## src/rtl/parity_pkg.sv

```systemverilog
// Shared types and constants for the parity transmitter and its receive-side checker.
package parity_pkg;

  typedef enum logic [1:0] {
    EMPTY = 2'd0,
    ONE   = 2'd1,
    TWO   = 2'd2
  } tx_state_e;

  localparam int PAR_EVEN = 0;
  localparam int PAR_ODD  = 1;

endpackage

```

## src/rtl/parity_enc.sv

```systemverilog
// Combinational payload-to-word encoder: inserts a parity bit at PARITY_BIT and shifts
// the payload bits above it up by one. Also used by the receiver-side checker.
module parity_enc
  import parity_pkg::*;
#(
  parameter int DATA_WIDTH = 32,
  parameter int EVEN_ODD   = PAR_EVEN,
  parameter int PARITY_BIT = 0
) (
  input  logic [DATA_WIDTH-1:0] data_i,
  output logic                  parity_o,
  output logic [DATA_WIDTH:0]   word_o
);

  localparam logic [DATA_WIDTH:0] LSB_ONE  = {{DATA_WIDTH{1'b0}}, 1'b1};
  localparam logic [DATA_WIDTH:0] PAR_MASK = LSB_ONE << PARITY_BIT;
  localparam logic [DATA_WIDTH:0] LOW_MASK = PAR_MASK - LSB_ONE;

  logic [DATA_WIDTH:0] data_ext;

  assign data_ext = {1'b0, data_i};
  assign parity_o = (EVEN_ODD == PAR_ODD) ? ~^data_i : ^data_i;

  // Bits below the parity slot stay put; the rest move up one to make room.
  assign word_o = (data_ext & LOW_MASK)
                | ((data_ext & ~LOW_MASK) << 1)
                | (parity_o ? PAR_MASK : '0);

endmodule

```

## src/rtl/parity_tx.sv

```systemverilog
// Parity-encoding transmitter with a two-entry skid buffer on a valid/grant handshake.
// Optional parity error injection port enabled by defining PARITY_TX_ERR_INJ_EN.
module parity_tx
  import parity_pkg::*;
#(
  parameter int DATA_WIDTH = 32,
  parameter int EVEN_ODD   = PAR_EVEN,
  parameter int PARITY_BIT = 0,
  parameter int CNT_WIDTH  = 16
) (
  input  logic                  clk,
  input  logic                  rst_n,
  input  logic [DATA_WIDTH-1:0] data_i,
  input  logic                  valid_i,
  output logic                  grant_o,
  output logic [DATA_WIDTH:0]   data_o,
  output logic                  valid_o,
  input  logic                  grant_i,
`ifdef PARITY_TX_ERR_INJ_EN
  input  logic                  err_inj_i,
`endif
  output logic [CNT_WIDTH-1:0]  tx_count_o
);

  tx_state_e             state_q, state_d;
  logic [DATA_WIDTH:0]   head_q, head_d;
  logic [DATA_WIDTH:0]   skid_q, skid_d;
  logic                  grant_q, grant_d;
  logic [CNT_WIDTH-1:0]  count_q, count_d;

  logic                  enc_parity;
  logic [DATA_WIDTH:0]   enc_word;
  logic [DATA_WIDTH:0]   word_in;
  logic                  inj;
  logic                  push;
  logic                  pop;

  parity_enc #(
    .DATA_WIDTH (DATA_WIDTH),
    .EVEN_ODD   (EVEN_ODD),
    .PARITY_BIT (PARITY_BIT)
  ) u_enc (
    .data_i   (data_i),
    .parity_o (enc_parity),
    .word_o   (enc_word)
  );

`ifdef PARITY_TX_ERR_INJ_EN
  assign inj = err_inj_i;
`else
  assign inj = 1'b0;
`endif

  always_comb begin
    word_in             = enc_word;
    word_in[PARITY_BIT] = enc_parity ^ inj;
  end

  assign push = valid_i & grant_q;
  assign pop  = (state_q != EMPTY) & grant_i;

  always_comb begin
    state_d = state_q;
    head_d  = head_q;
    skid_d  = skid_q;
    unique case (state_q)
      EMPTY: begin
        if (push) begin
          state_d = ONE;
          head_d  = word_in;
        end
      end
      ONE: begin
        if (push && pop) begin
          head_d = word_in;
        end else if (push) begin
          state_d = TWO;
          skid_d  = word_in;
        end else if (pop) begin
          state_d = EMPTY;
        end
      end
      TWO: begin
        if (pop) begin
          state_d = ONE;
          head_d  = skid_q;
        end
      end
      default: state_d = EMPTY;
    endcase
    // Registered grant looks ahead so it is already low when the buffer is full.
    grant_d = (state_d != TWO);
    count_d = count_q + CNT_WIDTH'(pop);
  end

  always_ff @(posedge clk or negedge rst_n) begin
    if (!rst_n) begin
      state_q <= EMPTY;
      head_q  <= '0;
      skid_q  <= '0;
      grant_q <= 1'b0;
      count_q <= '0;
    end else begin
      state_q <= state_d;
      head_q  <= head_d;
      skid_q  <= skid_d;
      grant_q <= grant_d;
      count_q <= count_d;
    end
  end

  assign grant_o    = grant_q;
  assign data_o     = head_q;
  assign valid_o    = (state_q != EMPTY);
  assign tx_count_o = count_q;

endmodule
```

## config.mk

```make
export PLATFORM = sky130hd
export DESIGN_NAME = parity_tx
export DESIGN_NICKNAME = d
export VERILOG_FILES = /design/src/rtl/parity_pkg.sv /design/src/rtl/parity_enc.sv /design/src/rtl/parity_tx.sv
export SDC_FILE = /design/constraint.sdc
export NUM_CORES = 1
export LEC_CHECK = 0
export ABC_CLOCK_PERIOD_IN_PS = 4750
export CAP_MARGIN = 20
export CORE_MARGIN = 1
export CORE_UTILIZATION = 54
export DETAILED_ROUTE_END_ITERATION = 7
export PLACE_DENSITY = 0.85
export SLEW_MARGIN = 20
export SYNTH_ARGS = -nofsm -noshare
export SYNTH_HDL_FRONTEND = slang
export SYNTH_SLANG_ARGS = --single-unit
```

## constraint.sdc

```tcl
create_clock -name clk -period 4.75 [get_ports clk]
set_clock_uncertainty 0.2 [all_clocks]
set_input_delay 0.95 -clock clk [delete_from_list [all_inputs] [get_ports clk]]
set_output_delay 0.95 -clock clk [all_outputs]
set_load 0.01 [all_outputs]
```

* After elaboration in Yosys (flattened, before gate mapping)
Index checks and enable logic that the tools add are counted.
** Word-level totals
- Register bits after elaboration :: 85
- Memories kept :: 0
- Bits in read-only memories :: 0
- Output and inout bits :: 51
- Memory bits (writable) :: 0
- Logic and storage cells :: 34
- Bits in latches :: 0
** Cells by class
- Divide/modulo/power cells :: 0
- Reduce and logical (&&, ||, !) cells :: 7
- Add/sub/neg operators :: 1
- Bitwise logic cells :: 4
- Shifts and indexed selects :: 0
- $lt $le $gt $ge :: 0
- Equal/unequal tests :: 6
- $mul :: 0
- Mux-type cells :: 11
** Operator list (count)
- 33-bit two-way mux :: 3
- 33-bit case mux with 3 select lines :: 1
- 33-bit by 1-bit bitwise OR with 33-bit output :: 1
- 32-bit XOR reduction :: 1
- 16-bit by 1-bit adder with 16-bit output :: 1
- 2-bit two-way mux :: 5
- 2-bit != test (second input constant) :: 4
- 2-bit case mux with 3 select lines :: 1
- 4-bit AND reduction :: 1
- 3-bit AND reduction :: 1
- 3-bit nonzero test :: 1
- 1-bit bitwise AND :: 2
- 2-bit by 1-bit equality test with 1-bit output (second input constant) :: 1
- 2-bit equality test (second input constant) :: 1
- 2-bit logical NOT :: 1
- 2-bit nonzero test :: 1
- 1-bit logical AND :: 1
- 1-bit two-way mux :: 1
- 1-bit inverter :: 1

* Logic depth before layout (Yosys ltp)
- Depth in word-level cells :: 7
- Depth in mapped cells :: 9
- Depth with buffers taken out :: 8

* Cells and area by module
Synthesis repeated with hierarchy kept, for this count alone.
** Second synthesis, totals
- Cell total of the unflattened synthesis :: 316
- Area total of the unflattened synthesis :: 4286.6 µm²
** Modules (own cells, without submodules)
- parity_tx :: cells each 252, seq. area each 2127.0 µm², instances 1, area each 3767.4 µm²
- parity_enc :: cells each 64, seq. area each 0.0 µm², instances 1, area each 519.2 µm²

* Least setup slack after synthesis
No wires, ideal clock.
- Path type :: in2reg
- Start point :: input port valid_i
- End point :: register skid_q[10]
- Setup slack :: 2464 ps
- Arrival time :: 1962 ps
- Buffers on the path :: 1
- Stages on the path :: 4
- Cell sequence :: nand2_1 > nor4_4 > buf_6 > mux2_2
** Between the ends
- Word-level cells in the longest chain between the ends :: 4
** RTL lines
- start: declaration :: RTL line parity_tx.sv:14 : input logic valid_i,
- 1-bit bitwise AND * :: RTL line parity_tx.sv:59 : assign push = valid_i & grant_q;
- 1-bit logical AND :: RTL line parity_tx.sv:74 : if (push && pop) begin
- 1-bit inverter (no line)
- 3-bit AND reduction (no line) *
- end signal: assignment :: RTL line parity_tx.sv:106 : skid_q <= skid_d;
- end: declaration :: RTL line parity_tx.sv:27 : logic [DATA_WIDTH:0] skid_q, skid_d;
Every way passes the cells marked *; elsewhere a longest branch is shown, timed or not.
A chain may end at the register's enable or synchronous reset.

* Worst setup path in the final report
- Start point :: input port grant_i
- End point :: register head_q[12], in the netlist data_o[12]
** Between the ends
- Word-level cells in the longest chain between the ends :: 4
** RTL lines
- start: declaration :: RTL line parity_tx.sv:18 : input logic grant_i,
- 1-bit bitwise AND * :: RTL line parity_tx.sv:60 : assign pop = (state_q != EMPTY) & grant_i;
- 1-bit logical AND :: RTL line parity_tx.sv:74
- 2-bit != test (no line)
- 4-bit AND reduction (no line) *
- end signal: assignment :: RTL line parity_tx.sv:99 : head_q <= '0;
- end signal: assignment :: RTL line parity_tx.sv:105 : head_q <= head_d;
- end: declaration :: RTL line parity_tx.sv:26 : logic [DATA_WIDTH:0] head_q, head_d;
Marked as above.

==> results_dict.tcl <==
set metrics [dict create \
    slew_violations 0 \
    antenna_found_initial 0 \
    leakage_nw 2.234 \
    layout_min_cycle_time_ns 2.985 \
    critPathMaxFanout 48 \
    hold_depth 1 \
    drt_iter0_markers 134 \
    io_buffers 86 \
    min_path_type "flop to flop" \
    relSlewSlack_pct 27.95 \
    reg2reg_slack_ns 2.38 \
    crit_required_ns 4.81 \
    overflow 0 \
    cts_buffers 9 \
    cpLargestDelayFamily "buffers and inverters" \
    start_util_pct 56.14 \
    syn_nets 355 \
    place.gp.congestion 0.7701 \
    rsz0062_at_grt "false" \
    path_cells "clkdlybuf4s50_1 > nor2b_1 > nor3_1 > a31o_2 > buf_4 > nor2_1 > a21oi_1" \
    core-area_sq_um 6832 \
    dpl.hpwl_um 5157 \
    ys_top_cells_by_area "dfrtp_1, mux2_2, mux2i_1" \
    clock-sinks 85 \
    die_h_um 86.27 \
    vias_per_cell 5.203 \
    clock_latency_ns 0.34 \
    rows 30 \
    synth_warnings 0 \
    synth_largest_area_cell "dfrtp_1" \
    fp.dieArea_sq_um 7443 \
    grt_pass1_wl_um 12710 \
    dr.pass1.iters 4 \
    ys_seq_area_share_pct 55.46 \
    ir_drop_uv 288.2 \
    cts_tree "done" \
    root_buffer "clkbuf_8" \
    crit_type "input port to flop" \
    path_buf_inv 2 \
    avgRoutedWirePerCell_um 15.00 \
    p_per_area_nw_per_um2 569.4 \
    io_pins 87 \
    path_clk_slew_ns 0.08 \
    holdWs_ns 0.2817 \
    syn_area_per_cell_sq_um 12.10 \
    ant_nets 0 \
    yosysUniqueCellTypes 28 \
    start_kind "input port" \
    cts_resized 0 \
    grt_start_max_net_pins 86 \
    h-tree-depth 3 \
    nets 440 \
    min_from "tx_count_o[15]" \
    reg2reg_from "state_q[1]" \
    min_period_over_period_pct 62.84 \
    slowest_stage "clkdlybuf4s50_1" \
    maxCapViolCount 0 \
    grt_pass1_vias 2695 \
    slowest_delay_ns 0.63 \
    clockBufferDepth 2 \
    tns_ns 0 \
    cp-end-kind "flop" \
    r2r_cells 3 \
    antenna_cells 0 \
    tightest_slew_ns 1.077 \
    status "completed" \
    routed_wl_um 7528 \
    synthCells 317 \
    syn_area_sq_um 3835 \
    cp.arrival_ns 3.05 \
    yosysTopAreaCellShare_pct 55.46 \
    ctsHoldBuffers 0 \
    die_w_um 86.27 \
    drive_gt1_share_pct 12.81 \
    post_cts_buffers 0 \
    area_growth_pct 29.53 \
    setup_violations 0 \
    max_freq_ghz 0.3350 \
    vias 2612 \
    final_cell_mix "dfrtp_1, clkdlybuf4s50_1, nor2_1, xnor2_1, a21oi_1" \
    grt_use_total_pct 22.07 \
    ys_seq_elements 85 \
    finalHoldViolations 0 \
    remaining_drc_errors 0 \
    min_to "tx_count_o[15]" \
    r2r-end "skid_q[14]" \
]
[metal layers]
layer | track usage (%) | wire [um]
met5 | 0 | 0
met4 | 9.545 | 90
met3 | 4.286 | 340
met2 | 35.93 | 3724
met1 | 29.02 | 3373
[cells by family after synthesis]
| kind of cell | count (synthesis) | synth area share (%) |
|---|---|---|
| xor gates and xnor gates | 45 | 10.28 |
| adders and majority gates | 2 | 0.6524 |
| AOI/OAI and AO/OA | 39 | 5.286 |
| muxes | 65 | 18.01 |
| DFF | 85 | 55.46 |
| buffers and inverters | 17 | 2.740 |
| and+or+nand+nor | 64 | 7.569 |
[metrics by stage]
step                      instance area, sq um  instances  utilization [%]  setup WS, ns  total power, W
after floorplan                           3835        317                -         2.464        0.001787
after global placement                    4750        487            69.52         1.452        0.002243
after detailed placement                  4750        487            69.52         1.412        0.002298
after CTS                                 4964        502            72.66         1.770        0.002856
after global routing                      4967        502            72.71         1.549        0.003010
final                                     4967        502            72.71         1.765        0.002828
[registers in the layout, summed over array words and instances, names as in the netlist]
name	flops
data_o	33
grant_o	1
skid_q	33
state_q	2
tx_count_o	16
[worst register-to-register path: cells and delay by family, from the launching register on]
kind	cells	cell delay, ns
AND/OR/NAND/NOR	1	0.94
flip-flops	1	0.50
multiplexers	1	0.36
buffers and inverters	1	0.27
[power by group]
part           switching [W]  total (W)  internal (W)  leakage (nW)
Combinational       0.000449    0.00105      0.000604          1.12
Clock               0.000242   0.000550      0.000307         0.105
Sequential          0.000192    0.00123       0.00103          1.00
[cells in the mapped netlist (all sizes together)]
| master | instances |
|---|---|
| a31o | 1 |
| nor2 | 40 |
| buf | 14 |
| and3 | 3 |
| or3 | 1 |
| nand4 | 2 |
| inv | 3 |
| nor3 | 1 |
| dfrtp | 85 |
| xor2 | 10 |
| and2 | 1 |
| o22ai | 1 |
| mux2i | 33 |
| or2 | 1 |
| a21oi | 35 |
| nand2 | 6 |
| nor2b | 1 |
| ha | 2 |
| mux2 | 32 |
| nand3 | 7 |
| nor4 | 1 |
| o21ai | 1 |
| a21o | 1 |
| xnor2 | 35 |
[final cells by class]
type	count	area, sq um
clock buffers	11	141.4
clock inverters	4	72.57
fillers	505	1864
inverters	3	11.26
multi-input cells	215	1605
flip-flops and latches	85	2127
well taps	96	120.1
repair buffers	88	889.6
[how the worst max path moves through the flow]
stage               startpoint    endpoint  slack [ns]  cells after the start
floorplan              valid_i  skid_q[10]        2.46                      4
global placement       grant_i  skid_q[22]        1.45                      4
detailed placement     grant_i  data_o[12]        1.41                      7
CTS                    grant_i  skid_q[14]        1.77                      4
global route           grant_i  data_o[15]        1.55                      7
finish                 grant_i  data_o[12]        1.77                      7
No activity file was read; power rests on OpenSTA's default activity.
==> edit: new RTL, same flow settings <==
`PARITY_BIT` is set to 0 in 2 places; all go to 1.
--- a/src/rtl/parity_enc.sv
+++ b/src/rtl/parity_enc.sv
@@ -5,7 +5,7 @@
 #(
   parameter int DATA_WIDTH = 32,
   parameter int EVEN_ODD   = PAR_EVEN,
-  parameter int PARITY_BIT = 0
+  parameter int PARITY_BIT = 1
 ) (
   input  logic [DATA_WIDTH-1:0] data_i,
   output logic                  parity_o,
--- a/src/rtl/parity_tx.sv
+++ b/src/rtl/parity_tx.sv
@@ -5,7 +5,7 @@
 #(
   parameter int DATA_WIDTH = 32,
   parameter int EVEN_ODD   = PAR_EVEN,
-  parameter int PARITY_BIT = 0,
+  parameter int PARITY_BIT = 1,
   parameter int CNT_WIDTH  = 16
 ) (
   input  logic                  clk,
Function: changed (a bounded check fails within 4 cycles, from zero or initial values and one cycle with rst_n low).
==> edit against the original RTL <==
- routed wire length decreased by 1.5%
- worst setup slack got worse by 260 ps
- worst hold slack improved by 0.83 ps
- first-iteration DRC count increased by 3.7%
- total power decreased by 2.7%
- area after synthesis about the same
- critical path type unchanged
- sequential share of layout area increased by 0.44 points
- combinational power about the same
- cell area decreased by 1.0%
- sequential cell count unchanged
- via count increased by 0.11%
==> edit: results (changes against the original RTL) <==
| Metric | Value |
|---|---|
| Detail Placement HPWL | `5040 um (-2.3%)` |
| Syn_nets | `354 (-0.28%)` |
| Post-synthesis sequential area ratio | `0.555 (about the same)` |
| WL per Instance | `14.8 um (-1.1%)` |
| Status | `finished clean` |
| Critical path origin | `grant_i` |
| Ant. Diodes | `0 (unchanged)` |
| Vias in the first global route | `2712 (+0.63%)` |
| Resized Gates After CTS | `0 (unchanged)` |
| Worst hold stages | `1 (unchanged)` |
| Worst Path Max Fanout | `47 (-2.1%)` |
| Rel. slew slack | `0.294 (+0.0146)` |
| Postcts setup bufs | `0 (unchanged)` |
| VDD IR max | `0.288 mV (about the same)` |
| Clk Latency, worst-skew pair | `340 ps (about the same)` |
| Initial antenna violation count | `0 (unchanged)` |
| Worst reg2reg setup slack | `2270 ps (-110 ps)` |
| CTS Buf Count | `9 (unchanged)` |
| Largest net degree at the start of global routing | `86 (unchanged)` |
| Drt initial violations | `139 (+3.7%)` |
| Tightest Hold Check Type | `register to register` |
| GRT Total Usage | `0.215 (-0.00561)` |
| RR Endpoint | `data_o[25]` |
| Crit Reg-Reg Startpoint | `grant_o` |
| I/O Buffers | `86 (unchanged)` |
| Final nets | `439 (-0.23%)` |
| Vias | `2615 (+0.11%)` |
| Main area contributors after synthesis | `dfrtp_1 (56%), mux2_2 (8.8%), mux2i_1 (8.6%)` |
| First-pass GRT wire length | `12300 um (-3.4%)` |
| Top FF cell, synth | `dfrtp_1` |
| Leakage | `2.22 nW (-0.63%)` |
| CP Data Arrival Time | `3300 ps (+250 ps)` |
| Reg2Reg Depth | `6 (+3)` |
| Synth top cells by count | `dfrtp_1 (85), nor2_1 (39), a21oi_1 (35), xnor2_1 (35), mux2i_1 (33)` |
| NetSw | `0.000868 W (-1.7%)` |
| Final GP Congestion | `0.772 (+0.25%)` |
| Share of cells above drive strength 1 | `0.124 (-0.00432)` |
| Yosys cell types | `28 (unchanged)` |
==> edit: cell types whose count changed in the layout (fill, tap and decap cells not counted), sizes merged <==
cell	unedited run	this run
nor2	40	39
inv	3	2
clkinvlp	1	0
nand2	6	7
bufinv	2	1
nand4	2	1
and3	3	4
clkbuf	11	12
==> edit: kinds of logic after synthesis <==
family | count (synthesis) | share of synthesized area
xor gates and xnor gates | 45 | 0.103
adders and majority gates | 2 | 0.00653
buffers and inverters | 16 | 0.0264
AOI/OAI and AO/OA | 39 | 0.0529
DFF | 85 | 0.555
muxes | 65 | 0.180
and+or+nand+nor | 64 | 0.0758
==> edit: worst max-delay path, stage by stage <==
cell	delay (ps)
clkdlybuf4s50_1	630
nor2b_1	110
nor3_1	270
a31o_2	780
buf_4	360
nor2_1	70
a21oi_1	130
==> edit: area by class of cell <==
cell class              count  area [sq um]
repair buffers             88           877
fillers                   517          1910
well taps                  96           120
multi-input cells         215          1610
inverters                   2          7.51
flip-flops and latches     85          2130
clock inverters             2          35.0
clock buffers              12           145
==> edit: per-stage QoR <==
stage	area [sq um]	worst slack [ps]	std cells	util
after floorplan	3830	2460	316	-
after global placement	4730	1370	486	0.693
after detailed placement	4730	1140	486	0.693
after CTS	4910	1520	500	0.719
after global routing	4920	1320	500	0.720
final	4920	1510	500	0.720
==> edit: how the worst min path moves through the flow <==
stage	start	slack [ps]	to
CTS	tx_count_o[13]	290	tx_count_o[13]
floorplan	skid_q[26]	260	skid_q[26]
global route	tx_count_o[15]	310	tx_count_o[15]
detailed placement	tx_count_o[13]	280	tx_count_o[13]
global placement	tx_count_o[15]	260	tx_count_o[15]
finish	tx_count_o[15]	280	tx_count_o[15]
==> edit: per-layer routing <==
layer,GRT usage,share of wire,wire length [um],vias to the layer above
li1,-,-,-,1238
met5,0,0,0,-
met4,0.117,0.023,170,0
met2,0.361,0.51,3800,58
met1,0.263,0.43,3180,1303
met3,0.0429,0.037,272,16
==> edit: power groups by stage <==
stage / registers [W] / logic (W) / clock network, W
after floorplan: 0.00127 / 0.000517 / 0
after global placement: 0.00122 / 0.00102 / 0
after detailed placement: 0.00123 / 0.00106 / 0
after CTS: 0.00122 / 0.00106 / 0.000495
after global routing: 0.00125 / 0.00114 / 0.000521
final: 0.00122 / 0.00105 / 0.000483
